### config.mk
export PLATFORM = sky130hd
export DESIGN_NAME = xfrm_pipe_scheduler
export DESIGN_NICKNAME = d
export VERILOG_FILES = /design/src/rtl/xfrm_sched_pkg.sv /design/src/rtl/xfrm_pipe_scheduler_raster_counter.sv /design/src/rtl/xfrm_pipe_scheduler.sv
export SDC_FILE = /design/constraint.sdc
export NUM_CORES = 1
export LEC_CHECK = 0
export BUFFER_PORTS_ARGS = -buffer_cell sky130_fd_sc_hd__clkbuf_2
export CORE_MARGIN = 5
export CORE_UTILIZATION = 40
export DETAILED_ROUTE_END_ITERATION = 8
export GPL_ROUTABILITY_DRIVEN = 0
export HOLD_SLACK_MARGIN = 0.1
export PLACE_DENSITY = 0.69
export SYNTH_ARGS = -nofsm -noshare
export SYNTH_HDL_FRONTEND = slang
export SYNTH_SLANG_ARGS = --single-unit
### constraint.sdc
create_clock -name clk_25 -period 2.95 [get_ports clk_25]
set_input_delay 0.885 -clock clk_25 [delete_from_list [all_inputs] [get_ports clk_25]]
set_output_delay 0.885 -clock clk_25 [all_outputs]
set_load 0.01 [all_outputs]
### src/rtl/xfrm_sched_pkg.sv
// ----------------------------------------------------------------------------
// xfrm_sched_pkg
// Shared types and defaults for the ColorTransform FIFO -> Homography ->
// sync_controller pixel pipeline scheduler.
//   DEF_H_ACTIVE / DEF_V_ACTIVE : default active raster size
//   DEF_MAX_INFLIGHT            : sync-stage alignment buffer depth
//   DEF_TIMEOUT                 : stall cycles tolerated before abort
//   coord_t                     : 10-bit raster coordinate
//   sched_state_t               : scheduler FSM states
// ----------------------------------------------------------------------------
package xfrm_sched_pkg;

    localparam int unsigned DEF_H_ACTIVE     = 640;
    localparam int unsigned DEF_V_ACTIVE     = 480;
    localparam int unsigned DEF_MAX_INFLIGHT = 3;
    localparam int unsigned DEF_TIMEOUT      = 15;

    typedef logic [9:0] coord_t;

    typedef enum logic [1:0] {
        IDLE  = 2'd0,
        RUN   = 2'd1,
        DRAIN = 2'd2,
        DONE  = 2'd3
    } sched_state_t;

endpackage

### src/rtl/xfrm_pipe_scheduler_raster_counter.sv
// ----------------------------------------------------------------------------
// raster_counter
// x/y position of the next pixel to issue. Advances one pixel per i_adv,
// wrapping x at H_ACTIVE-1 and y at V_ACTIVE-1.
//   clk_25  in  pixel clock
//   rst_n   in  asynchronous active-low reset
//   i_clr   in  synchronous clear to (0,0)
//   i_adv   in  advance one pixel
//   o_x     out current x
//   o_y     out current y
//   o_last  out current position is the final pixel of the frame
// ----------------------------------------------------------------------------
module raster_counter
    import xfrm_sched_pkg::*;
#(
    parameter int unsigned H_ACTIVE = DEF_H_ACTIVE,
    parameter int unsigned V_ACTIVE = DEF_V_ACTIVE
) (
    input  logic   clk_25,
    input  logic   rst_n,
    input  logic   i_clr,
    input  logic   i_adv,
    output coord_t o_x,
    output coord_t o_y,
    output logic   o_last
);

    coord_t r_x;
    coord_t r_y;
    logic   w_x_end;
    logic   w_y_end;

    assign w_x_end = (r_x == coord_t'(H_ACTIVE - 1));
    assign w_y_end = (r_y == coord_t'(V_ACTIVE - 1));

    always_ff @(posedge clk_25 or negedge rst_n) begin
        if (!rst_n) begin
            r_x <= '0;
            r_y <= '0;
        end else if (i_clr) begin
            r_x <= '0;
            r_y <= '0;
        end else if (i_adv) begin
            if (w_x_end) begin
                r_x <= '0;
                r_y <= w_y_end ? '0 : r_y + coord_t'(1);
            end else begin
                r_x <= r_x + coord_t'(1);
            end
        end
    end

    assign o_x    = r_x;
    assign o_y    = r_y;
    assign o_last = w_x_end & w_y_end;

endmodule

### src/rtl/xfrm_pipe_scheduler.sv
// ----------------------------------------------------------------------------
// xfrm_pipe_scheduler
// Sequences one frame through the ColorTransform FIFO -> Homography ->
// sync_controller pipeline: issues FIFO reads, tracks pixels in flight
// against Homography ready returns (bounded by the sync-stage alignment
// depth), tracks raster position and detects frame end, drain, timeout
// and underflow.
// Optional feature: define STALL_STAT_EN to enable the stall_cnt counter;
// otherwise stall_cnt is tied to zero.
//   clk_25        in   pixel clock
//   rst_n         in   asynchronous active-low reset
//   start         in   begin frame pulse (accepted only in IDLE)
//   fifo_empty    in   ColorTransform FIFO empty
//   sink_ready    in   downstream can accept a pixel
//   ready         in   Homography result valid
//   rdreq         out  FIFO read strobe
//   pix_x/pix_y   out  coordinate of next pixel to issue
//   inflight      out  issued minus returned
//   busy          out  RUN or DRAIN
//   frame_done    out  one-cycle pulse on clean completion
//   err_timeout   out  sticky abort flag
//   err_underflow out  sticky ready-with-nothing-in-flight flag
//   stall_cnt     out  RUN cycles with FIFO data but no read
// ----------------------------------------------------------------------------
module xfrm_pipe_scheduler
    import xfrm_sched_pkg::*;
#(
    parameter int unsigned MAX_INFLIGHT = DEF_MAX_INFLIGHT,
    parameter int unsigned H_ACTIVE     = DEF_H_ACTIVE,
    parameter int unsigned V_ACTIVE     = DEF_V_ACTIVE,
    parameter int unsigned TIMEOUT      = DEF_TIMEOUT
) (
    input  logic        clk_25,
    input  logic        rst_n,
    input  logic        start,
    input  logic        fifo_empty,
    input  logic        sink_ready,
    input  logic        ready,
    output logic        rdreq,
    output logic [9:0]  pix_x,
    output logic [9:0]  pix_y,
    output logic [1:0]  inflight,
    output logic        busy,
    output logic        frame_done,
    output logic        err_timeout,
    output logic        err_underflow,
    output logic [15:0] stall_cnt
);

    localparam logic [1:0] LP_MAX_INFL = 2'(MAX_INFLIGHT);
    localparam logic [3:0] LP_TMO_LAST = 4'(TIMEOUT - 1);

    sched_state_t r_state;
    sched_state_t w_state_nxt;

    logic [1:0] r_inflight;
    logic [3:0] r_tmo;
    logic       r_err_to;
    logic       r_err_un;

    logic       w_accept_start;
    logic       w_issue;
    logic       w_return;
    logic       w_tmo_run;
    logic       w_tmo_hit;
    logic       w_last;

    assign w_accept_start = (r_state == IDLE) & start;

    // A ready in the same cycle frees a credit, so a full pipe can still issue.
    assign w_issue  = (r_state == RUN) & ~fifo_empty & sink_ready
                    & ((r_inflight < LP_MAX_INFL) | ready);

    // Ready with nothing outstanding is an underflow, not a return.
    assign w_return = ready & (r_inflight != 2'd0);

    assign w_tmo_run = ((r_state == RUN) | (r_state == DRAIN))
                     & (r_inflight != 2'd0) & ~ready;
    // Abort on the edge where the counter would reach TIMEOUT.
    assign w_tmo_hit = w_tmo_run & (r_tmo == LP_TMO_LAST);

    raster_counter #(
        .H_ACTIVE (H_ACTIVE),
        .V_ACTIVE (V_ACTIVE)
    ) u_raster (
        .clk_25 (clk_25),
        .rst_n  (rst_n),
        .i_clr  (w_accept_start),
        .i_adv  (w_issue),
        .o_x    (pix_x),
        .o_y    (pix_y),
        .o_last (w_last)
    );

    // ---------------- FSM: state register ----------------
    always_ff @(posedge clk_25 or negedge rst_n) begin
        if (!rst_n) begin
            r_state <= IDLE;
        end else begin
            r_state <= w_state_nxt;
        end
    end

    // ---------------- FSM: next state ----------------
    always_comb begin
        w_state_nxt = r_state;
        unique case (r_state)
            IDLE: begin
                if (start) w_state_nxt = RUN;
            end
            RUN: begin
                if (w_tmo_hit)             w_state_nxt = IDLE;
                else if (w_issue & w_last) w_state_nxt = DRAIN;
            end
            DRAIN: begin
                if (w_tmo_hit)                 w_state_nxt = IDLE;
                else if (r_inflight == 2'd0)   w_state_nxt = DONE;
            end
            DONE: begin
                w_state_nxt = IDLE;
            end
            default: w_state_nxt = IDLE;
        endcase
    end

    // ---------------- FSM: outputs ----------------
    always_comb begin
        rdreq      = 1'b0;
        busy       = 1'b0;
        frame_done = 1'b0;
        unique case (r_state)
            RUN: begin
                rdreq = w_issue;
                busy  = 1'b1;
            end
            DRAIN: busy = 1'b1;
            DONE:  frame_done = 1'b1;
            default: ;
        endcase
    end

    // ---------------- in-flight tracking ----------------
    always_ff @(posedge clk_25 or negedge rst_n) begin
        if (!rst_n) begin
            r_inflight <= '0;
        end else if (w_accept_start | w_tmo_hit) begin
            r_inflight <= '0;
        end else begin
            unique case ({w_issue, w_return})
                2'b10:   r_inflight <= r_inflight + 2'd1;
                2'b01:   r_inflight <= r_inflight - 2'd1;
                default: r_inflight <= r_inflight;
            endcase
        end
    end

    // ---------------- timeout counter ----------------
    always_ff @(posedge clk_25 or negedge rst_n) begin
        if (!rst_n) begin
            r_tmo <= '0;
        end else if (w_tmo_run & ~w_tmo_hit) begin
            r_tmo <= r_tmo + 4'd1;
        end else begin
            r_tmo <= '0;
        end
    end

    // ---------------- sticky error flags ----------------
    always_ff @(posedge clk_25 or negedge rst_n) begin
        if (!rst_n) begin
            r_err_to <= 1'b0;
            r_err_un <= 1'b0;
        end else if (w_accept_start) begin
            r_err_to <= 1'b0;
            r_err_un <= 1'b0;
        end else begin
            if (w_tmo_hit)                        r_err_to <= 1'b1;
            if (ready & (r_inflight == 2'd0))     r_err_un <= 1'b1;
        end
    end

    assign inflight      = r_inflight;
    assign err_timeout   = r_err_to;
    assign err_underflow = r_err_un;

    // ---------------- stall statistics ----------------
`ifdef STALL_STAT_EN
    logic [15:0] r_stall;

    always_ff @(posedge clk_25 or negedge rst_n) begin
        if (!rst_n) begin
            r_stall <= '0;
        end else if (w_accept_start) begin
            r_stall <= '0;
        end else if ((r_state == RUN) & ~w_issue & ~fifo_empty & (r_stall != '1)) begin
            r_stall <= r_stall + 16'd1;
        end
    end

    assign stall_cnt = r_stall;
`else
    assign stall_cnt = '0;
`endif

endmodule

# --- After elaboration in Yosys (flattened, before gate mapping) ---
# Index checks and enable logic that the tools add are counted.
word_totals:
  regBits: 30
  latchBits: 0
  ramBits: 0
  rom_bits: 0
  inputBits: 6
  out_inout_bits: 43
  elab_cells: 76
  mem_count: 0
op_classes:
  n_addsub: 5
  n_mul: 0
  div_mod_pow: 0
  order_cmp: 1
  eq_ne: 11
  shift: 0
  n_mux: 23
  bitwise: 18
  n_reduce_logical: 11
op_table:
  columns: ["op", "n"]
  rows:
  - ["10-bit 2-to-1 mux", 7]
  - ["10-bit by 1-bit adder with 10-bit output (second input constant)", 2]
  - ["1-bit AND", 12]
  - ["2-bit 2-to-1 mux", 6]
  - ["10-bit equality test (second input constant)", 1]
  - ["10-bit by 9-bit equality test with 1-bit output (second input constant)", 1]
  - ["2-bit nonzero test", 5]
  - ["2-bit one-hot mux with 4 select lines", 1]
  - ["1-bit 2-to-1 mux", 7]
  - ["2-bit equality test (second input constant)", 3]
  - ["3-bit by 2-bit inequality test with 1-bit output (second input constant)", 2]
  - ["4-bit by 1-bit adder with 4-bit output (second input constant)", 1]
  - ["2-bit by 1-bit equality test with 1-bit output (second input constant)", 2]
  - ["4-bit equality test (second input constant)", 1]
  - ["2-bit logical NOT", 2]
  - ["4-bit 2-to-1 mux", 1]
  - ["2-bit one-hot mux with 2 select lines", 1]
  - ["1-bit NOT", 3]
  - ["1-bit OR", 3]
  - ["3-bit AND reduction", 1]
  - ["3-bit nonzero test", 1]
  - ["2-bit by 1-bit adder with 2-bit output (second input constant)", 1]
  - ["2-bit less-than comparator (second input constant)", 1]
  - ["2-bit inequality test (second input constant)", 1]
  - ["other kinds (3)", 3]

# --- Logic depth before layout (Yosys ltp) ---
depth:
  depth_word: 8
  mapped_depth: 9
  mapped_depth_nobuf: 8

# --- Modules after synthesis ---
# Synthesis repeated with hierarchy kept, for this count alone.
unflattened:
  hier_cells: 203
  area_unflattened_um2: 1893.1
by_module_without_submodules:
  columns: ["mod", "n_inst", "cells_per_inst", "area_each_um2", "seq_area_each_um2"]
  rows:
  - ["raster_counter", 1, 118, 1119.8, 500.5]
  - ["xfrm_pipe_scheduler", 1, 85, 773.2, 250.2]

# --- Worst setup path before layout ---
# No wires, ideal clock.
synth_path:
  path_kind: "input port to flip-flop"
  startpoint: "input port fifo_empty"
  endpoint: "register r_state[1]"
  setup_ps: 128
  arrival_time_ps: 2379
  required_time_ps: 2822
  path_slack_ps: 443
  stages: 5
  n_path_buf: 0
  cell_sequence: "nand3b_1 -> nor4_4 -> nand3_1 -> a31oi_2 -> mux2_1"
synth_between:
  elab_chain_cells: 7
synth_rtl:
  columns: ["item", "line", "rtl"]
  rows:
  - ["from (decl)", "xfrm_pipe_scheduler.sv:36", "input logic fifo_empty,"]
  - ["1-bit NOT", "xfrm_pipe_scheduler.sv:71", "assign w_issue = (r_state == RUN) & ~fifo_empty & sink_ready"]
  - ["1-bit AND (2 in a row)", "xfrm_pipe_scheduler.sv:71", null]
  - ["1-bit AND", "xfrm_pipe_scheduler.sv:72", "& ((r_inflight < LP_MAX_INFL) | ready);"]
  - ["1-bit AND", "xfrm_pipe_scheduler.sv:113", "else if (w_issue & w_last) w_state_nxt = DRAIN;"]
  - ["3-bit by 2-bit inequality test with 1-bit output (no line)", null, null]
  - ["3-bit AND reduction (no line)", null, null]
  - ["to (signal assigned)", "xfrm_pipe_scheduler.sv:100", "r_state <= w_state_nxt;"]
  - ["to (decl)", "xfrm_pipe_scheduler.sv:53", "sched_state_t r_state;"]
# No other way between the ends.
# A chain may end at the register's enable or synchronous reset.

# --- Final worst setup path ---
layout_path:
  startpoint: "input port ready"
  endpoint: "output port rdreq"
layout_between:
  elab_chain_cells: 3
layout_rtl:
  columns: ["item", "line", "rtl"]
  rows:
  - ["from (decl)", "xfrm_pipe_scheduler.sv:38", "input logic ready,"]
  - ["1-bit OR", "xfrm_pipe_scheduler.sv:72", null]
  - ["1-bit AND", "xfrm_pipe_scheduler.sv:72", null]
  - ["1-bit 2-to-1 mux", "xfrm_pipe_scheduler.sv:131", "unique case (r_state)"]
  - ["to (decl)", "xfrm_pipe_scheduler.sv:39", "output logic rdreq,"]
# No other way between the ends.

==> flow_metrics.py <==
metrics = {
    "outcome": {
        "status": "completed",
    },
    "yosys": {
        "muxShareOfSynthArea": 0.0172,
        "synth_seq_cells": 30,
        "synth_top_family_by_area": "simple AND/OR/NAND/NOR gates",
        "synth-compound-area-share": 0.103,
        "synthFlopType": "dfrtp_1",
        "synth_fa_ha_area_frac": 0.0619,
        "yosys_warnings": 0,
        "synth_edf_count": 0,
        "synth.avg_cell_area_um2": 9.28,
        "syn-cell-area_mm2": 0.00182,
        "syn_inst": 196,
        "ys_async_sr_fraction": 1.00,
        "synth-xor-area-share": 0.0626,
        "ys_seq_area_frac": 0.413,
        "synthDistinctLibCells": 45,
        "yosys.area_share.simple": 0.252,
    },
    "routing": {
        "via_per_inst": 5.14,
        "vias": 1479,
        "wire_per_inst_um": 13.1,
        "drc": 0,
        "finalWirelength_um": 3770,
        "antenna_left": 0,
        "dr.pass1.iters": 4,
        "drt_iter0_markers": 106,
    },
    "cts": {
        "max-clock-path-buffers": 2,
        "cts_hold_buf": 0,
        "clkTransAtPathRegs_ps": 60,
        "htreeDepth": 2,
        "cts_resized": 0,
        "post_cts_buffers": 0,
        "clkSinkCount": 30,
        "root_buffer": "clkbuf_8",
        "clkLatencyLatePin_ps": 280,
        "cts-buffers-inserted": 5,
        "cts_tree": "yes",
    },
    "global_route": {
        "grt_max_degree": 31,
        "gr-usage-all-layers": 0.131,
        "grt-ovfl-total": 0,
        "grt_pass1_vias": 1419,
        "antenna_found_initial": 0,
        "grt_pass1_wl_um": 6510,
    },
    "finish": {
        "nets": 250,
        "layout_common_cells": "32 x clkbuf_2, 30 x dfrtp_1, 28 x nor2_1",
        "final_area_mm2": 0.00210,
        "layout_commonest_cell": "clkbuf_2",
        "utilization": 0.478,
        "diodes": 0,
        "drive_gt1_frac": 0.208,
        "area_growth_pct": 15.3,
    },
    "timing": {
        "worst_pin_slew_ps": 750,
        "grt_setup_unrepaired": "no",
        "fin_crit_ps": 2550,
        "skew_ps": 7.84,
        "fin_ws_ps": 401,
        "max_slew_margin": 0.500,
        "timing.final.crit_share": 0.864,
        "finalSetupViolations": 0,
        "timing.setup.tns_ps": 0,
        "maxSlewViolCount": 0,
        "max_freq_mhz": 392,
        "hold_viol_final": 0,
    },
    "floorplan": {
        "placementRows": 24,
        "design.die.area_mm2": 0.00599,
        "dieHeight_um": 77.4,
        "io_pins": 49,
        "fp.dieW_um": 77.4,
        "initial_core_util": 0.415,
        "core-area_mm2": 0.00438,
    },
    "power_and_ir_drop": {
        "power_density_mw_per_mm2": 536,
        "ir_drop_mv": 0.301,
        "power.leakage_nw": 1.01,
    },
    "placed_design": {
        "dpl-instance-area_mm2": 0.00200,
        "dpl.hpwl_um": 2810,
        "pre_cts_slack_ps": 410,
        "io_buffers": 32,
    },
    "worst_setup_path": {
        "critPathArrivalTime_ps": 1660,
        "cp.required_ps": 2070,
        "critPathCaptureType": "primary output",
        "crit_type": "input pin to primary output",
        "cp_max_fo": 7,
        "startpoint_type": "input pin",
    },
    "flow_run": {
        "drv_cap": 0,
    },
    "min_path": {
        "worstHoldPathType": "register to register",
    },
}
==> worst max-delay path, cell delays in order <==
cell	delay, ps
clkbuf_2	150
and3b_1	220
nand2b_1	170
inv_1	100
clkbuf_2	140
==> report_power, final <==
group / switching, mW / internal (mW) / leakage (nW)
Sequential: 0.0710 / 0.468 / 0.391
Clock: 0.156 / 0.187 / 0.0472
Combinational: 0.134 / 0.107 / 0.569
==> cells in the mapped netlist, drive strengths merged, types with 3 or more instances <==
library cell | number | area share
dfrtp | 30 | 0.41
buf | 17 | 0.068
o21ai | 6 | 0.017
nor2 | 28 | 0.058
xor2 | 6 | 0.029
xnor2 | 7 | 0.034
nor3 | 7 | 0.019
nand3 | 10 | 0.028
clkbuf | 3 | 0.0062
or3 | 3 | 0.010
ha | 9 | 0.062
inv | 7 | 0.014
and3 | 3 | 0.010
nand2 | 13 | 0.031
a21oi | 11 | 0.030
==> through the flow <==
step | power, mW | cells | hold slack [ps]
CTS | 1.14 | 288 | 484
floorplan | 0.708 | 211 | 454
finish | 1.12 | 288 | 483
global route | 1.19 | 288 | 497
global placement | 0.786 | 280 | 478
detailed placement | 0.791 | 280 | 475
==> final timing paths <==
check	slack, ps	cells after the start	start	to
worst max-delay path	400	5	ready	rdreq
worst min-delay path	480	1	r_tmo[0]$_DFF_PN0_	r_tmo[0]$_DFF_PN0_
worst max register to register	760	8	r_state[1]$_DFFE_PN0P_	u_raster.o_y[0]$_DFFE_PN0P_
worst min register to register	480	1	r_tmo[0]$_DFF_PN0_	r_tmo[0]$_DFF_PN0_
max in group asynchronous	1810	1	rst_n	u_raster.o_y[5]$_DFFE_PN0P_
min in group asynchronous	660	1	rst_n	r_state[0]$_DFFE_PN0P_
==> layout make-up <==
class	count	area [µm²]
Inverter	7	26.3
Tap cell	52	65.1
Fill cell	444	2290
Clock buffer	6	82.6
Multi-Input combinational cell	154	962
Clock inverter	2	12.5
Sequential cell	30	751
Timing Repair Buffer	37	198
==> state kept, by name (all words and copies together), names as in the netlist <==
name,flops
u_raster.o_x,10
err_underflow,1
r_state,2
r_tmo,4
err_timeout,1
u_raster.o_y,10
inflight,2
==> routing by layer <==
metal,up-vias,GRT usage,share of wire
met3,5,0.0417,0.053
met5,-,0,0
li1,725,-,-
met4,0,0.0378,0.0090
met2,36,0.208,0.48
met1,713,0.173,0.46
==> kinds of logic (layout without fill, tap and decap cells) <==
logic type	Yosys count	after routing
flops	30	30
other cells	1	16
simple gates	84	84
buf+inv	27	52
compound gates	29	29
xor+xnor	13	13
fa+ha+maj	9	9
mux	3	3
Note: power is estimated with default switching activity, not from simulation.
